--- src/rtl/blk_c24d3f.sv ---
// Avalon-ST ready-latency adapter for the 10G MAC RX path: absorbs beats from a
// latency-L (or unstoppable) source into a show-ahead FIFO, presents them at latency 0.
module blk_c24d3f #(
  parameter int DATA_WIDTH       = 72,
  parameter int IN_READY_LATENCY = 2,
  parameter int IN_HAS_READY     = 1,
  parameter int DEPTH            = 8
) (
  input  logic                     clk,
  input  logic                     reset,
  input  logic [DATA_WIDTH-1:0]    in_data,
  input  logic                     in_valid,
  output logic                     in_ready,
  output logic [DATA_WIDTH-1:0]    out_data,
  output logic                     out_valid,
  input  logic                     out_ready,
  output logic [$clog2(DEPTH):0]   fill_level,
  output logic                     overflow,
  output logic [15:0]              drop_count,
  input  logic                     clear_stats
);
  localparam int AW      = $clog2(DEPTH);
  localparam int CW      = AW + 1;
  localparam int RDY_MAX = DEPTH - IN_READY_LATENCY - 1;

  logic [DATA_WIDTH-1:0] mem [DEPTH];
  logic [AW-1:0]         wr_ptr, rd_ptr;
  logic [CW-1:0]         count;
  logic                  pop, space, wr_en, drop;

  assign out_valid  = (count != '0);
  assign out_data   = mem[rd_ptr];
  assign fill_level = count;

  // a pop in the same cycle frees the slot a full FIFO would otherwise refuse
  assign pop   = out_valid && out_ready;
  assign space = (count < CW'(DEPTH)) || pop;
  assign wr_en = in_valid && space;
  assign drop  = in_valid && !space;

  // threshold leaves room for the L beats still in flight after deassertion
  if (IN_HAS_READY != 0) begin : g_rdy
    assign in_ready = (count <= CW'(RDY_MAX));
  end else begin : g_nordy
    assign in_ready = 1'b1;
  end

  always_ff @(posedge clk) begin
    if (wr_en) mem[wr_ptr] <= in_data;
  end

  always_ff @(posedge clk) begin
    if (reset) begin
      wr_ptr     <= '0;
      rd_ptr     <= '0;
      count      <= '0;
      overflow   <= 1'b0;
      drop_count <= '0;
    end else begin
      if (wr_en) wr_ptr <= wr_ptr + AW'(1);
      if (pop)   rd_ptr <= rd_ptr + AW'(1);
      case ({wr_en, pop})
        2'b10:   count <= count + CW'(1);
        2'b01:   count <= count - CW'(1);
        default: count <= count;
      endcase
      // clear takes priority over a drop landing in the same cycle
      if (clear_stats) begin
        overflow   <= 1'b0;
        drop_count <= '0;
      end else if (drop) begin
        overflow <= 1'b1;
        if (drop_count != 16'hFFFF) drop_count <= drop_count + 16'd1;
      end
    end
  end

  // with a ready-honouring source a full-FIFO arrival means the source broke its latency contract
  always_ff @(posedge clk) begin
    if (!reset && IN_HAS_READY != 0)
      assert (!drop) else $error("blk_c24d3f: beat arrived to full FIFO, source violated ready latency");
  end
endmodule

--- config.mk ---
export PLATFORM = sky130hd
export DESIGN_NAME = blk_c24d3f
export DESIGN_NICKNAME = d
export VERILOG_FILES = /design/src/rtl/blk_c24d3f.sv
export SDC_FILE = /design/constraint.sdc
export NUM_CORES = 1
export LEC_CHECK = 0
export CORE_MARGIN = 2
export CORE_UTILIZATION = 58
export CTS_BUF_LIST = sky130_fd_sc_hd__clkbuf_8 sky130_fd_sc_hd__clkbuf_16
export CTS_CLUSTER_SIZE = 20
export DETAILED_ROUTE_END_ITERATION = 10
export MAX_ROUTING_LAYER = met4
export PLACE_DENSITY = 0.79
export SYNTH_ARGS = -nofsm -noshare
export SYNTH_HDL_FRONTEND = slang
export SYNTH_SLANG_ARGS = --single-unit
--- constraint.sdc ---
create_clock -name clk -period 10.3 [get_ports clk]
set_input_delay 2.06 -clock clk [delete_from_list [all_inputs] [get_ports clk]]
set_output_delay 2.06 -clock clk [all_outputs]
set_load 0.01 [all_outputs]
==> out/qor.csv <==
metric,value,unit
average wire per cell in the routed design,24.23,um
dpl hpwl,22.73,mm
total area of multi-input combinational cells,4971,um^2
sum of overflow across all layers after global routing,0,
iteration count of the initial detailed-routing pass,5,
Initial Utilization,59.13,%
setup repair after global routing missed its margin,no,
internal cell power,4650,uW
clock transition at the register clock pins on the worst setup and hold paths after CTS,0.06,ns
count of flip-flops with a built-in enable after synthesis,576,
quantity of gates resized following cts,0,
total number of vias,10720,
Min-Delay Startpoint,rd_ptr[1],
row count,72,
clock tree from TritonCTS,yes,
detailed-route wire length,43.24,mm
async set-reset flop share out of synthesis,0,%
CTS Buf Count,57,
max_slew headroom,24.45,%
core area,38920,um^2
fin crit period,6.144,ns
worst-margin pin slew,1.133,ns
Power Density,224.6,nW/um^2
library cell occupying the most area in the post-synthesis netlist,edfxtp_1,
setup fix buffers added after clock tree synthesis,0,
setup skew after layout,0.01109,ns
clock group share of total power,32.1,%
Crit Path Class,reg -> out,
layout cells sized above 1,26.41,%
Peak supply drop,0.1911,mV
count of pins on the block boundary,172,
pin count of the biggest net entering global routing,65,
detail-routed via count per cell,6.007,
synthesized flop and latch total,606,
Total Die Area,41290,um^2
number of port buffers,171,
nets,1301,
Clock Sinks,606,
insertion delay to the later sink of the worst-skew pair,0.58,ns
number of buffer and inverter instances along the worst setup path,3,
Synth Instances,1014,
min setup slack post-route,4.156,ns
CTS root buf,clkbuf_16,
leakage power figure,0.008387,uW
worst slack at placement,4.683,ns
commonest cells in the netlist,"edfxtp_1, mux4_2, mux2_2, dfxtp_1, clkbuf_1",
Gate power share,20.7,%
final number of max-transition violations,0,
startpoint type of the worst setup path,register,
area share of the leading cell type in the synthesized netlist,75.16,%
number of instances in the placed design,1677,
number of H-tree branching levels,2,
final critical-path share of the clock period,59.65,%
number of distinct library cells after synthesis,39,
Routed Antenna Nets,0,
drt first-iter violations,762,
cell types occupying the most area after synthesis,"edfxtp_1, mux4_2, mux2_2",
maximum buffer depth of the clock tree,3,
floorplan die height,203.2,um
Hold Fails Final Rpt,0,
Worst EP arrival,4.08,ns
ordered cell list for the critical path,buf_4 > buf_4 > mux4_2 > mux2_2 > clkdlybuf4s50_1,
worst reg2reg path endpoint,mem[3][25],
worst hold path type,reg -> reg,
most common cell in the netlist,edfxtp_1,
mean post-synth cell area,22.69,um^2
final non-filler cell total,1785,
CTS Hold Buffers Added,0,
total setup violations reported at the end of the flow,0,
delay of the slowest cell on the worst path,0.83,ns
GRT Resource Usage Total,22.00,%
sequential power share,47.3,%
post-route setup TNS,0,ns
Critical Path End Type,primary output,
FF-to-FF setup slack,7.42,ns
Top Family by Delay on Critical Path,buffers and inverters,
Sequential Area,17910,um^2
Worst Reg2Reg Path Length in Cells,4,
Reg2Reg Launch Point,fill_level[3],
via count of the first global-routing pass,10980,
Worst EP required,8.24,ns
"Seq/Total Area, Yosys",77.77,%
DRC violations left,0,
FILL cells,2348,
Post-Synthesis Cell Area,23010,um^2
horizontal extent of the die,203.2,um
"slowest stage cell, crit path",buf_4,
global-route wire length before repair,65.47,mm
global placer's final weighted congestion,0.7686,
layout-stage area growth over the synthesis result,18.12,%
net count after synthesis,1097,
Hold Path Stages,2,
largest fanout on the critical path,64,
proportion of total power due to net switching,23.83,%
timing-limited maximum frequency,162.8,MHz
most repeated library cell on the critical path,buf_4,
number of antenna violations at the first check in global routing,6,
number of warning messages in the yosys log,0,
dominant synthesized flop cell,edfxtp_1,
count of max-cap constraint violations,0,
total power,6105,uW
net switching power,1455,uW
run status,finished clean,
==> metrics by stage <==
step	hold slack, ns	utilization, %	instance area, um^2
floorplan	0.4541	-	23010
global placement	0.4657	65.26	25400
detailed placement	0.4669	65.26	25400
CTS	0.4913	69.80	27170
global route	0.5271	69.84	27180
finish	0.4913	69.84	27180
==> power by group through the flow <==
| stage | Combinational (uW) | Clock, uW | Sequential, uW |
|---|---|---|---|
| after global routing | 1350 | 2090 | 2900 |
| after CTS | 1290 | 1990 | 2890 |
| final | 1260 | 1960 | 2890 |
| after global placement | 1260 | 0 | 2940 |
| after detailed placement | 1270 | 0 | 2940 |
| after floorplan | 863 | 0 | 2870 |
==> metal layers <==
layer	track usage, %	vias to the layer above	wire length (um)
met5	-	-	0
li1	-	4700	-
met1	30.73	5561	18130
met3	4.666	65	3239
met2	34.22	397	21180
met4	4.875	0	688
==> worst register-to-register path, stage by stage (launching register included) <==
cell	delay, ns
dfxtp_1	0.37
nand2b_1	0.17
nand3_1	0.32
nor2_4	0.76
buf_4	0.83
==> state kept, by name (all words and copies together), names as in the netlist, named ones only <==
| signal | flops |
|---|---|
| drop_count | 16 |
| fill_level | 4 |
| mem | 576 |
| overflow | 1 |
| rd_ptr | 3 |
| wr_ptr | 3 |
==> layout by cell type (no fill, tap or decap), drive strengths merged, types with 7 or more instances in the layout <==
master,Yosys,layout
o21ai,10,10
nand3,10,10
nor2,20,20
dfxtp,30,30
clkinv,0,26
clkdlybuf4s50,0,171
mux4,144,144
inv,4,12
nand2,14,14
clkbuf,24,59
nor3,9,9
edfxtp,576,576
mux2,73,73
buf,21,19
a21oi,15,15
or4,8,8
or3,7,7
==> area by class of cell <==
class | instances | area share (%)
diodes | 6 | 0.05524
clock buffers | 59 | 5.432
clock inverters | 43 | 1.077
inverters | 4 | 0.05524
multi-input cells | 359 | 18.29
flip-flops and latches | 606 | 65.89
well taps | 518 | 2.384
repair buffers | 190 | 6.822
==> how the worst max path moves through the flow <==
stage	to	from	depth (start not counted)	slack [ns]
floorplan	mem[0][0]	out_ready	4	2.18
CTS	out_data[30]	register	4	4.05
global placement	out_data[17]	register	4	4.70
finish	out_data[52]	register	5	4.16
global route	out_data[13]	register	4	3.83
detailed placement	out_data[13]	register	4	4.68
==> cell families after synthesis <==
family	share of synthesized area, %
compound gates	1.000
flops	77.77
xor+xnor	0.2284
buf+inv	0.8645
fa+ha+maj	0.3262
simple gates	2.099
mux	17.71
(Power assumes the default switching activity.)
